## config.mk

```make
export PLATFORM = sky130hd
export DESIGN_NAME = load_store_unit_flat
export DESIGN_NICKNAME = d
export VERILOG_FILES = /design/src/rtl/load_store_unit_if.sv /design/src/rtl/load_store_unit.sv /design/src/flat_wrapper.sv
export SDC_FILE = /design/constraint.sdc
export NUM_CORES = 1
export LEC_CHECK = 0
export CORE_ASPECT_RATIO = 1.2
export CORE_MARGIN = 3
export CORE_UTILIZATION = 50
export CTS_BUF_LIST = sky130_fd_sc_hd__clkbuf_2
export CTS_CLUSTER_DIAMETER = 60
export DETAILED_ROUTE_END_ITERATION = 6
export PLACE_DENSITY = 0.95
export SLEW_MARGIN = 20
export SYNTH_ARGS = -nofsm -noshare
export SYNTH_HDL_FRONTEND = slang
export SYNTH_SLANG_ARGS = --single-unit
```

## constraint.sdc

```tcl
create_clock -name CLK -period 3.08 [get_ports CLK]
set_input_delay 0.616 -clock CLK [delete_from_list [all_inputs] [get_ports CLK]]
set_output_delay 0.616 -clock CLK [all_outputs]
set_load 0.05 [all_outputs]
```

## src/rtl/load_store_unit_if.sv

```systemverilog
// Data-memory bus between the load/store unit and the memory system.
// Single outstanding valid/ready transaction, word-aligned address.
interface load_store_unit_if;
    logic [31:0] memAddr;
    logic        memValid;
    logic        memWrite;
    logic [3:0]  memWmask;
    logic [31:0] memWdata;
    logic [31:0] memRdata;
    logic        memReady;

    modport master (
        output memAddr, memValid, memWrite, memWmask, memWdata,
        input  memRdata, memReady
    );

    modport slave (
        input  memAddr, memValid, memWrite, memWmask, memWdata,
        output memRdata, memReady
    );
endinterface

```

## src/rtl/load_store_unit.sv

```systemverilog
// RV32I memory stage: one bus transaction per request with lane steering,
// write-mask generation, alignment/funct3 checking and a bus timeout.
module load_store_unit #(
    parameter int unsigned TIMEOUT = 16
) (
    input  logic        CLK,
    input  logic        RESET,
    input  logic        start,
    input  logic        isLoad,
    input  logic        isStore,
    input  logic [2:0]  funct3,
    input  logic [31:0] address,
    input  logic [31:0] storeData,
    output logic        busy,
    output logic        done,
    output logic [1:0]  error,
    output logic [31:0] loadData,
    load_store_unit_if.master mem
);

    localparam int unsigned CNT_W = (TIMEOUT > 1) ? $clog2(TIMEOUT) : 1;

    localparam logic [1:0] ERR_OK      = 2'd0;
    localparam logic [1:0] ERR_ALIGN   = 2'd1;
    localparam logic [1:0] ERR_FUNCT3  = 2'd2;
    localparam logic [1:0] ERR_TIMEOUT = 2'd3;

    typedef enum logic [1:0] {
        IDLE   = 2'd0,
        ACCESS = 2'd1,
        DONE   = 2'd2
    } state_t;

    state_t             state_q, state_d;
    logic [CNT_W-1:0]   cnt_q, cnt_d;
    logic [1:0]         err_q, err_d;
    logic [31:0]        ld_q, ld_d;
    logic [31:0]        addr_q, addr_d;
    logic [3:0]         wmask_q, wmask_d;
    logic [31:0]        wdata_q, wdata_d;
    logic               write_q, write_d;
    logic               is_load_q, is_load_d;
    logic [2:0]         f3_q, f3_d;
    logic [1:0]         off_q, off_d;
    logic               busy_q, done_q, valid_q;

    logic               accept;
    logic               illegal;
    logic               misaligned;

    // Sign/zero-extend the addressed byte or half out of the read word.
    function automatic logic [31:0] extend_load(input logic [2:0]  f3,
                                                input logic [1:0]  off,
                                                input logic [31:0] rd);
        logic [7:0]  b;
        logic [15:0] h;
        logic [31:0] r;
        b = 8'(rd >> {off, 3'b000});
        h = 16'(rd >> {off[1], 4'b0000});
        case (f3)
            3'b000:  r = {{24{b[7]}}, b};
            3'b100:  r = {24'h000000, b};
            3'b001:  r = {{16{h[15]}}, h};
            3'b101:  r = {16'h0000, h};
            default: r = rd;
        endcase
        return r;
    endfunction

    function automatic logic [3:0] lane_mask(input logic [2:0] f3,
                                             input logic [1:0] off);
        logic [3:0] m;
        case (f3[1:0])
            2'b00:   m = 4'b0001 << off;
            2'b01:   m = 4'b0011 << off;
            default: m = 4'b1111;
        endcase
        return m;
    endfunction

    function automatic logic [31:0] lane_data(input logic [2:0]  f3,
                                              input logic [31:0] sd);
        logic [31:0] d;
        case (f3[1:0])
            2'b00:   d = {4{sd[7:0]}};
            2'b01:   d = {2{sd[15:0]}};
            default: d = sd;
        endcase
        return d;
    endfunction

    assign accept = start && (isLoad ^ isStore);

    // Loads allow 0,1,2,4,5; stores allow only 0,1,2.
    assign illegal = isLoad ? ((funct3 == 3'd3) || (funct3 == 3'd6) || (funct3 == 3'd7))
                            : (funct3 >= 3'd3);

    assign misaligned = ((funct3[1:0] == 2'b01) && address[0]) ||
                        ((funct3[1:0] == 2'b10) && (address[1:0] != 2'b00));

    // Next-state and datapath update.
    always_comb begin
        state_d   = state_q;
        cnt_d     = cnt_q;
        err_d     = err_q;
        ld_d      = ld_q;
        addr_d    = addr_q;
        wmask_d   = wmask_q;
        wdata_d   = wdata_q;
        write_d   = write_q;
        is_load_d = is_load_q;
        f3_d      = f3_q;
        off_d     = off_q;

        case (state_q)
            IDLE: begin
                if (accept) begin
                    is_load_d = isLoad;
                    f3_d      = funct3;
                    off_d     = address[1:0];
                    if (illegal) begin
                        state_d = DONE;
                        err_d   = ERR_FUNCT3;
                    end else if (misaligned) begin
                        state_d = DONE;
                        err_d   = ERR_ALIGN;
                    end else begin
                        state_d = ACCESS;
                        cnt_d   = '0;
                        addr_d  = {address[31:2], 2'b00};
                        write_d = isStore;
                        wmask_d = isStore ? lane_mask(funct3, address[1:0]) : 4'b0000;
                        wdata_d = isStore ? lane_data(funct3, storeData) : 32'h0;
                    end
                end
            end
            ACCESS: begin
                if (mem.memReady) begin
                    state_d = DONE;
                    err_d   = ERR_OK;
                    if (is_load_q) begin
                        ld_d = extend_load(f3_q, off_q, mem.memRdata);
                    end
                end else if ((TIMEOUT != 0) && (cnt_q == CNT_W'(TIMEOUT - 1))) begin
                    state_d = DONE;
                    err_d   = ERR_TIMEOUT;
                end else begin
                    cnt_d = cnt_q + CNT_W'(1);
                end
            end
            DONE: begin
                state_d = IDLE;
            end
            default: begin
                state_d = IDLE;
            end
        endcase
    end

    always_ff @(posedge CLK or negedge RESET) begin
        if (!RESET) begin
            state_q   <= IDLE;
            cnt_q     <= '0;
            err_q     <= ERR_OK;
            ld_q      <= 32'h0;
            addr_q    <= 32'h0;
            wmask_q   <= 4'b0000;
            wdata_q   <= 32'h0;
            write_q   <= 1'b0;
            is_load_q <= 1'b0;
            f3_q      <= 3'b000;
            off_q     <= 2'b00;
            busy_q    <= 1'b0;
            done_q    <= 1'b0;
            valid_q   <= 1'b0;
        end else begin
            state_q   <= state_d;
            cnt_q     <= cnt_d;
            err_q     <= err_d;
            ld_q      <= ld_d;
            addr_q    <= addr_d;
            wmask_q   <= wmask_d;
            wdata_q   <= wdata_d;
            write_q   <= write_d;
            is_load_q <= is_load_d;
            f3_q      <= f3_d;
            off_q     <= off_d;
            busy_q    <= (state_d != IDLE);
            done_q    <= (state_d == DONE);
            valid_q   <= (state_d == ACCESS);
        end
    end

    assign busy         = busy_q;
    assign done         = done_q;
    assign error        = err_q;
    assign loadData     = ld_q;
    assign mem.memAddr  = addr_q;
    assign mem.memValid = valid_q;
    assign mem.memWrite = write_q;
    assign mem.memWmask = wmask_q;
    assign mem.memWdata = wdata_q;

endmodule
```

## src/flat_wrapper.sv

```systemverilog
// flat-port wrapper written by rule: the top's interface ports become plain ports
module load_store_unit_flat 
#(
    parameter int unsigned TIMEOUT = 16
)
  (CLK, RESET, start, isLoad, isStore, funct3, address, storeData, busy, done, error, loadData, mem_memAddr, mem_memValid, mem_memWrite, mem_memWmask, mem_memWdata, mem_memRdata, mem_memReady);
  load_store_unit_if mem_i ();
  input  logic CLK;
  input  logic RESET;
  input  logic start;
  input  logic isLoad;
  input  logic isStore;
  input  logic [2:0] funct3;
  input  logic [31:0] address;
  input  logic [31:0] storeData;
  output logic busy;
  output logic done;
  output logic [1:0] error;
  output logic [31:0] loadData;
  output wire logic [$bits(mem_i.memAddr)-1:0] mem_memAddr;
  output wire logic [$bits(mem_i.memValid)-1:0] mem_memValid;
  output wire logic [$bits(mem_i.memWrite)-1:0] mem_memWrite;
  output wire logic [$bits(mem_i.memWmask)-1:0] mem_memWmask;
  output wire logic [$bits(mem_i.memWdata)-1:0] mem_memWdata;
  input wire logic [$bits(mem_i.memRdata)-1:0] mem_memRdata;
  input wire logic [$bits(mem_i.memReady)-1:0] mem_memReady;
  assign mem_memAddr = mem_i.memAddr;
  assign mem_memValid = mem_i.memValid;
  assign mem_memWrite = mem_i.memWrite;
  assign mem_memWmask = mem_i.memWmask;
  assign mem_memWdata = mem_i.memWdata;
  assign mem_i.memRdata = mem_memRdata;
  assign mem_i.memReady = mem_memReady;
  load_store_unit #(.TIMEOUT(TIMEOUT)) u_core (.CLK(CLK), .RESET(RESET), .start(start), .isLoad(isLoad), .isStore(isStore), .funct3(funct3), .address(address), .storeData(storeData), .busy(busy), .done(done), .error(error), .loadData(loadData), .mem(mem_i));
endmodule
```

# Word level (Yosys, flattened, before mapping)
# Cells that the tools add are included.
# Widths: inputs -> output; s select.
# classes
multipliers	0
eq_ne	19
n_div	0
shifts	4
bitwise_logic	3
add_sub_neg	1
n_reduce_logical	17
magnitude_cmp	1
n_mux	24
# op_table
op	n
$pmux 32 s4	1
$pmux 32 s2	1
$mux 32	1
$shr 32x5->16	1
$shr 32x5->8	1
$mux 4	6
$mux 2	10
$pmux 4 s2	2
$eq 3x3->1 const B	4
$ne 2x2->1 const B	4
$pmux 2 s2	2
$reduce_and 4->1	2
$eq 2x1->1 const B	3
$reduce_and 6->1	1
$reduce_bool 2->1	3
$add 4x1->4 const B	1
$eq 2x2->1 const B	2
$eq 4x4->1 const B	1
$logic_not 2->1	2
$shl 1x2->4 const A	1
$shl 2x2->4 const A	1
$eq 3x1->1 const B	1
$eq 3x2->1 const B	1
$ge 3x2->1 const B	1
other kinds (11)	16
# totals
latch_bits	0
inputBits	105
reg_bits	116
out_inout_bits	106
ramBits	0
mem_count	0
mem_bits_ro	0

# Longest topological paths before layout
# Gate-level depths: netlist (run 1).
# depth
word_depth	8
ltp_mapped	6

# Least setup slack after synthesis (run 1)
# No wires, ideal clock.
# synth_path
kind	input to register
from	input isLoad
to	register u_core.addr_q[10] (netlist: u_core.mem.memAddr[10])
cell_stages	6
arrival_ps	1744
setup_ps	125
t_required_ps	2955
slack_ps	1211
cell_sequence	inv_1 > a221oi_4 > o21ba_1 > buf_6 > buf_12 > mux2_4
# synth_via
elab_chain_cells	3
# synth_lines
item	line	rtl
start, declared	flat_wrapper.sv:11	input logic isLoad;
$xor 1x1->1 or $mux 1 (tied branches)	load_store_unit.sv:92, load_store_unit.sv:95	
$logic_and 1x1->1 or $not 1->1 (tied branches)	n/a	
$reduce_and 4->1 (no source line) *	n/a	
end signal, assigned	load_store_unit.sv:181	addr_q <= addr_d;
end, declared	load_store_unit.sv:38	logic [31:0] addr_q, addr_d;
# Mark *: on every way between the ends. The rest lies on a longest branch, timed or not.
# A chain may end at the register's enable or synchronous reset.

# Final worst setup path (run 1)
# layout_path
from	register u_core.wdata_q[8] (netlist: u_core.mem.memWdata[8])
to	output mem_memWdata[8]
# layout_lines
item	line	rtl
start, declared	load_store_unit.sv:40	logic [31:0] wdata_q, wdata_d;
start signal, assigned	load_store_unit.sv:183	wdata_q <= wdata_d;
end, declared	flat_wrapper.sv:24	output wire logic [$bits(mem_i.memWdata)-1:0] mem_memWdata;
# No word-level cell between the ends.

==> results.md, run 1 <==
Final layout:
- 0 antenna diodes ended up in the layout.
- The non-filler instance count after layout is 913.
- Compared with the post-synthesis result, the final layout area differs by 40.1%.
- The fraction of final layout cells with drive strength greater than 1 is 14.0%.
- The most common cell after layout, fill and taps aside is sky130_fd_sc_hd__clkdlybuf4s50_1.
- The post-layout net count is 850.
- In the layout the commonest cells are sky130_fd_sc_hd__clkdlybuf4s50_1, sky130_fd_sc_hd__dfrtp_1, sky130_fd_sc_hd__nand2_1.

Timing:
- The final-report setup violation count is 0.
- The max-slew violation count is 0.
- Of the available clock period, the critical path in the final layout requires 80.7%.
- Between clock sinks in the finished design, the worst skew comes to 0.0216 ns.
- The worst-case headroom to the max-slew limit is 38.7%.
- At the pin with the least slew margin, the transition time is 0.920 ns.
- The final setup TNS is 0 ns.
- Setup repair after global routing left no endpoint under its margin.
- The achievable clock frequency is 403 MHz.
- The final hold violation count is 0.
- The post-layout minimum cycle time is 2.48 ns.

Synth:
- The share of the synthesized area in the top cell type is 48.7%.
- Summed over all instances, the cell type with the most area after synthesis is sky130_fd_sc_hd__dfrtp_1.
- The Yosys warning count is 0.
- The post-synthesis instance area is 5960 um^2.
- By area the synthesized netlist is led by sky130_fd_sc_hd__dfrtp_1, sky130_fd_sc_hd__mux2_4, sky130_fd_sc_hd__mux2i_1.
- Sequential cells were found to cover 48.7% of the synthesized design area.
- The number of flip-flops and latches in the synthesized netlist is 116.
- In the synthesized netlist, the number of instances is 541.
- The number of library cell types mapped by synthesis is 44.
- The post-synthesis area per instance is 11.0 um^2.

Placed design:
- The count of input and output buffers is 208.
- The congestion estimate from routability-driven global placement came to 0.866.
- The instance count after placement with tap cells included is 882.
- The HPWL after detailed placement is 12,200 um.

Power and ir drop:
- The standby leakage power is 3.65 nW.
- The power density over the cells is 916 nW/um^2.
- The design draws 0.00764 W.
- The worst voltage drop across the vdd grid is 0.471 mV.

CTS:
- The clock slew at the register clock pins of the worst setup and hold paths is 0.17 ns.
- The clock root buffer is sky130_fd_sc_hd__clkbuf_2.
- The clock tree from TritonCTS is yes.
- The H-tree was split into 4 levels.
- The total clock sinks is 116.
- Gates resized during post-CTS repair numbered 0.
- The maximum clock insertion buffer count is 2.
- The number of CTS-inserted buffers is 17.
- The clock latency reported for the late side of the worst-skew pair is 0.61 ns.
- The number of post-CTS setup repair buffers is 0.
- Hold repair after CTS inserted 0 buffers.

Die:
- The y dimension of the die is 126 um.
- The floorplan step defined a die boundary enclosing 13,300 um^2.
- In this run the core area contains 43 standard-cell rows.
- Once the floorplan was initialized, standard cells occupied 51.2% of the core.
- In this run the horizontal extent of the chip is 106 um.
- For this design the top-level I/O count stands at 211.
- The core footprint is 11,600 um^2.

Worst setup path:
- The critical path's top delay family is buffers and inverters.
- The required time of the critical path is 2.46 ns.
- The type of origin of the critical path is a flip-flop.
- The worst setup path is of the reg2out kind.
- The capture instance of the worst register-to-register path is u_core.loadData[9].
- The logic depth of the worst register-to-register path is 4.
- Walking the worst path, the cells encountered are clkdlybuf4s50_1.
- For this run, the slowest stage of the critical path takes 0.83 ns.
- The arrival time of the worst setup path is 1.87 ns.
- The highest fanout seen on the critical path is 2.
- The worst-path cell with the longest stage delay is sky130_fd_sc_hd__clkdlybuf4s50_1.
- In this run the critical register-to-register path is launched from u_core.f3_q[0].
- The number of buffers and inverters on the critical path is 1.
- The kind of end point of the critical path is an output port.
- The setup slack on the worst flop-to-flop path is 0.72 ns.

Drt:
- The vias after detailed routing is 4,961.
- Dividing the detail-routed via count by the number of cells gives 5.43.
- The detailed router finished its first iteration with 294 violations.
- Summed over all layers, the routed wires come to 16,400 um.
- For this run, design rule violations remaining after detail routing come to 0.
- The routed length per placed instance is 17.9 um.
- Once detail routing completed, the nets flagged for antenna violations numbered 0.
- For this run, the detailed router's first-pass iteration total came to 5.

Status:
- The run finished with clean final reports.

Global route:
- The first-pass GRT wire length is 26,400 um.
- The via count of the first global-routing pass is 5,170.
- The initial antenna violation count is 0.
- The total overflow left after global routing is 0.
- The pin count of the biggest net entering global routing is 73.
- Global routing consumed, over all layers together, 25.0% of the routing resources.

Worst hold path:
- The min-delay analysis places its worst path in the category in2async.

Job:
- The reported max-cap violation count is 0.
## synth_stat cells (all sizes together)
library cell and n:
nand3b 3, o211ai 1, mux2i 40, a21oi 6, a21boi 8, o21ba 1
o21ai 28, clkbuf 17, and3 2, buf 22, nand3 38, a31oi 7
xor2 3, inv 24, o221a 6, nand2b 9, mux2 60, nor3b 9
nor4 4, nand2 78, a221oi 3, nor2 21, o21bai 1, a211oi 7
or2 1, nor2b 12, ha 1, conb 1, dfrtp 116, o32a 1
o32ai 2, nor3 9
## state kept, by name, indices dropped and copies added (netlist names), 2 cells and up
name,cells
u_core.state_q,2
u_core.cnt_q,4
u_core.mem.memWmask,4
u_core.mem.memAddr,30
u_core.error,2
u_core.loadData,32
u_core.off_q,2
u_core.f3_q,3
u_core.mem.memWdata,32
## stage by stage
stage                     setup slack, ns  utilization [%]  hold slack [ns]  cell area (um^2)
after floorplan                      1.21                -            0.320              5960
after global placement              0.455             69.8            0.474              8110
after detailed placement            0.396             69.8            0.486              8110
after CTS                           0.520             71.8           0.0879              8340
after global routing                0.493             71.8            0.109              8340
final                               0.596             71.8            0.106              8340
## cell type report
| type | count | area, um^2 |
|---|---|---|
| flip-flops and latches | 116 | 2900 |
| clock inverters | 13 | 141 |
| inverters | 24 | 90.1 |
| clock buffers | 18 | 90.1 |
| repair buffers | 222 | 2220 |
| fillers | 832 | 3280 |
| multi-input cells | 363 | 2700 |
| well taps | 157 | 196 |
## metal layers
metal / vias to the layer above / track usage (%) / wire, um
met1: 2404 / 30.1 / 6290
met5: - / 0 / 0
met4: 0 / 10.9 / 483
met3: 32 / 6.50 / 1310
met2: 249 / 42.4 / 8300
li1: 2276 / - / -
## how the worst max path moves through the flow
stage | start | depth (start not counted) | to | slack, ns
5_1_grt | u_core.mem.memWdata[12] | 1 | mem_memWdata[12] | 0.49
6_report | u_core.mem.memWdata[8] | 1 | mem_memWdata[8] | 0.60
3_3_place_gp | address[0] | 5 | u_core.mem.memAddr[29] | 0.45
2_1_floorplan | isLoad | 6 | u_core.mem.memAddr[10] | 1.21
3_5_place_dp | address[0] | 5 | u_core.mem.memWdata[8] | 0.40
4_1_cts | u_core.mem.memWdata[8] | 1 | mem_memWdata[8] | 0.52
## cell families (layout without fill, tap and decap cells)
kind of cell	after synthesis	in the layout	share of synthesized area (%)
adders and majority gates	1	1	0.210
other	1	2	0.0630
AOI/OAI and AO/OA	71	71	8.45
DFF	116	116	48.7
buffers and inverters	63	277	6.09
and+or+nand+nor	186	186	15.0
xor gates and xnor gates	3	3	0.441
muxes	100	100	21.0
## where the power goes
part           leakage, nW  switching (W)  total, W  internal [W]
clock                0.142       0.000552  0.000987      0.000435
combinational         2.05        0.00264   0.00422       0.00158
sequential            1.45       0.000373   0.00244       0.00206
total                 3.65        0.00356   0.00764       0.00408
Note: power is estimated with default switching activity, not from simulation.
==> inputs of run 2 (changes only) <==
--- a/config.mk
+++ b/config.mk
@@ -7,11 +7,11 @@
 export LEC_CHECK = 0
 export CORE_ASPECT_RATIO = 1.2
 export CORE_MARGIN = 3
-export CORE_UTILIZATION = 50
+export CORE_UTILIZATION = 47
 export CTS_BUF_LIST = sky130_fd_sc_hd__clkbuf_2
 export CTS_CLUSTER_DIAMETER = 60
 export DETAILED_ROUTE_END_ITERATION = 6
-export PLACE_DENSITY = 0.95
+export PLACE_DENSITY = 0.92
 export SLEW_MARGIN = 20
 export SYNTH_ARGS = -nofsm -noshare
 export SYNTH_HDL_FRONTEND = slang
==> constraint.sdc (replaced) <==
create_clock -name CLK -period 2.39 [get_ports CLK]
set_input_delay 0.478 -clock CLK [delete_from_list [all_inputs] [get_ports CLK]]
set_output_delay 0.478 -clock CLK [all_outputs]
set_load 0.05 [all_outputs]
==> results.md, run 2 (synthesis results as in run 1) <==
Status:
- Status: completed (unchanged).

Global route:
- The overall global routing resource usage is 23.9% (was 25.0%).
- The highest-utilization routing layer at the global route stage is met2 (unchanged).
- The met1 track demand over resource is 27.7% (was 30.1%).
- The met3 capacity usage during global routing came to 6.48% (was 6.50%).
- The initial antenna violation count came to 0 (unchanged).
- The via count of the first global-routing pass is 5,181 (was 5,170).
- The global-route track usage on met2 is 41.7% (was 42.4%).
- The total congestion overflow was 0 (unchanged).
- The pin count of the biggest net entering global routing is 44 (was 73).
- The first-pass GRT wire length is 26,100 um (was 26,400 um).

Worst setup path:
- The kind of end point of the critical path is an output port (unchanged).
- The logic depth of the worst register-to-register path came to 4 (unchanged).
- The setup slack on the worst flop-to-flop path is 0.43 ns (was 0.72 ns).
- The capture instance of the worst register-to-register path is u_core.loadData[5] (was u_core.loadData[9]).
- Worst-path cell chain: clkdlybuf4s50_1 (unchanged).
- The path type of the worst setup path is reg2out (unchanged).
- The reg-to-reg startpoint is u_core.f3_q[0] (unchanged).
- The type of origin of the critical path is a flip-flop (unchanged).
- The highest fanout seen on the critical path is 2 (unchanged).
- The required time of the critical path is 1.91 ns (was 2.46 ns).
- The worst path buffer plus inverter count is 1 (unchanged).
- The delay of the slowest cell on the worst path was 0.80 ns (was 0.83 ns).
- The number of cells on the critical path is 1 (unchanged).
- The critical path's top delay family is buffers and inverters (unchanged).
- The arrival time of the worst setup path is 1.81 ns (was 1.87 ns).
- The worst-path cell with the longest stage delay is sky130_fd_sc_hd__clkdlybuf4s50_1 (unchanged).

Placed design:
- The count of input and output buffers is 208 (unchanged).
- The final RePlAce weighted congestion is 0.893 (was 0.866).
- The post-detailed-placement half-perimeter wirelength is 12,700 um (was 12,200 um).
- The pre-CTS worst setup slack is 0.00344 ns (was 0.396 ns).

CTS:
- The number of post-CTS setup repair buffers is 0 (unchanged).
- The total clock sinks came to 116 (unchanged).
- The clock root buffer is sky130_fd_sc_hd__clkbuf_2 (unchanged).
- The number of CTS-inserted buffers is 17 (unchanged).
- The clock slew at the register clock pins of the worst setup and hold paths came to 0.18 ns (was 0.17 ns).
- The clock tree from TritonCTS is yes (unchanged).
- The number of H-tree levels is 4 (unchanged).
- The maximum clock insertion buffer count is 2 (unchanged).
- The clock latency reported for the late side of the worst-skew pair is 0.64 ns (was 0.61 ns).

Die:
- The I/O pin count is 211 (unchanged).
- The initial core utilization is 48.7% (was 51.2%).
- The die area is 14,100 um^2 (was 13,300 um^2).
- The core footprint came to 12,200 um^2 (was 11,600 um^2).
- The y dimension of the die was 129 um (was 126 um).
- The row count is 44 (was 43).
- The overall die width came to 109 um (was 106 um).

Power and ir drop:
- The worst voltage drop across the vdd grid is 0.652 mV (was 0.471 mV).
- The standby leakage power was 4.35 nW (was 3.65 nW).
- The power density over the cells is 1140 nW/um^2 (was 916 nW/um^2).

Final layout:
- The layout overhead on the synthesized area is 42.5% (was 40.1%).
- The post-layout net count is 861 (was 850).
- The layout filler cell count is 890 (was 832).
- The fraction of final layout cells with drive strength greater than 1 came to 15.5% (was 14.0%).
- The most common cell after layout, fill and taps aside is sky130_fd_sc_hd__dfrtp_1 (was sky130_fd_sc_hd__clkdlybuf4s50_1).
- The count of antenna diodes in the layout is 0 (unchanged).
- Most used cells in the layout excluding fill and tap cells: sky130_fd_sc_hd__dfrtp_1, sky130_fd_sc_hd__clkdlybuf4s50_1, sky130_fd_sc_hd__nand2_1 (was sky130_fd_sc_hd__clkdlybuf4s50_1, sky130_fd_sc_hd__dfrtp_1, sky130_fd_sc_hd__nand2_1).

Worst hold path:
- The worst hold-check path type is in2async (unchanged).

Timing:
- The final setup TNS is 0 ns (unchanged).
- The setup slack of the critical path after layout was 0.103 ns (was 0.596 ns).
- The worst-case hold slack was 0.320 ns (was 0.106 ns).
- The worst-case headroom to the max-slew limit is 51.3% (was 38.7%).
- The worst path uses 95.7% of the clock period.
- After layout, the minimum clock period comes to 2.29 ns.
- The transition time at the pin with the least slew margin is 0.724 ns (was 0.920 ns).
- The max-slew violation count is 0 (unchanged).
- The setup skew after layout is 0.0282 ns (was 0.0216 ns).
- The final hold violation count was 0 (unchanged).
- The achievable clock frequency is 437 MHz.
- RSZ-0062 raised after global routing: no (unchanged).
- The final-report setup violation count is 0 (unchanged).

Drt:
- The routed length per placed instance is 18.3 um (was 17.9 um).
- The number of iterations in the first detailed-routing pass is 5 (unchanged).
- The vias after detailed routing was 5,069 (was 4,961).
- The number of violations reported at the end of detailed-routing iteration 0 is 305 (was 294).
- The final wirelength was 17,000 um (was 16,400 um).
- The count of unresolved DRC violations after routing came to 0 (unchanged).
- The average vias per placed instance was 5.46 (was 5.43).
- The post-detailed-route count of antenna-violating nets is 0 (unchanged).

Job:
- The reported max-cap violation count is 0 (unchanged).
==> run 2: worst max path at each step <==
| stage | from | to | slack (ns) |
|---|---|---|---|
| 3_5_place_dp | funct3[0] | u_core.mem.memAddr[20] | 0.003 |
| 2_1_floorplan | isLoad | u_core.mem.memAddr[10] | 0.66 |
| 4_1_cts | u_core.mem.memAddr[27] | mem_memAddr[27] | 0.0002 |
| 6_report | u_core.mem.memWdata[27] | mem_memWdata[27] | 0.10 |
| 5_1_grt | u_core.mem.memValid | mem_memValid | 0.00002 |
| 3_3_place_gp | funct3[0] | u_core.mem.memAddr[20] | 0.06 |
==> run 2: cell type report <==
type | count | area [um^2] | area share, %
flip-flops and latches | 116 | 2900 | 34.2
multi-input cells | 363 | 2700 | 31.8
repair buffers | 233 | 2340 | 27.6
well taps | 161 | 201 | 2.37
clock inverters | 13 | 160 | 1.89
clock buffers | 19 | 95.1 | 1.12
inverters | 24 | 90.1 | 1.06
==> run 2: timing repair <==
action,CTS,global route
resized for setup,63,39
hold buffers,1,0
setup endpoints to repair,63,39
endpoints found under the hold margin,35,0
==> run 2: through the flow <==
step | total power (W) | util (%) | instance area [um^2] | std cells
6_report | 0.00964 | 69.5 | 8490 | 929
5_1_grt | 0.0100 | 69.5 | 8490 | 929
4_1_cts | 0.00972 | 68.7 | 8390 | 929
3_5_place_dp | 0.00864 | 67.1 | 8200 | 896
3_3_place_gp | 0.00848 | 67.1 | 8200 | 896
2_1_floorplan | 0.00666 | - | 5960 | 542
==> run 2: routing by layer <==
layer | part of all wire (%) | vias up
met2 | 51 | 284
met4 | 2.8 | 0
met3 | 8.4 | 40
li1 | - | 2298
met1 | 38 | 2447
met5 | 0 | -
==> run 2: report_power, final <==
part | total, W | switching [W] | leakage (nW) | internal [W]
sequential | 0.00313 | 0.000474 | 1.45 | 0.00265
clock | 0.00136 | 0.000774 | 0.144 | 0.000586
combinational | 0.00515 | 0.00339 | 2.75 | 0.00175
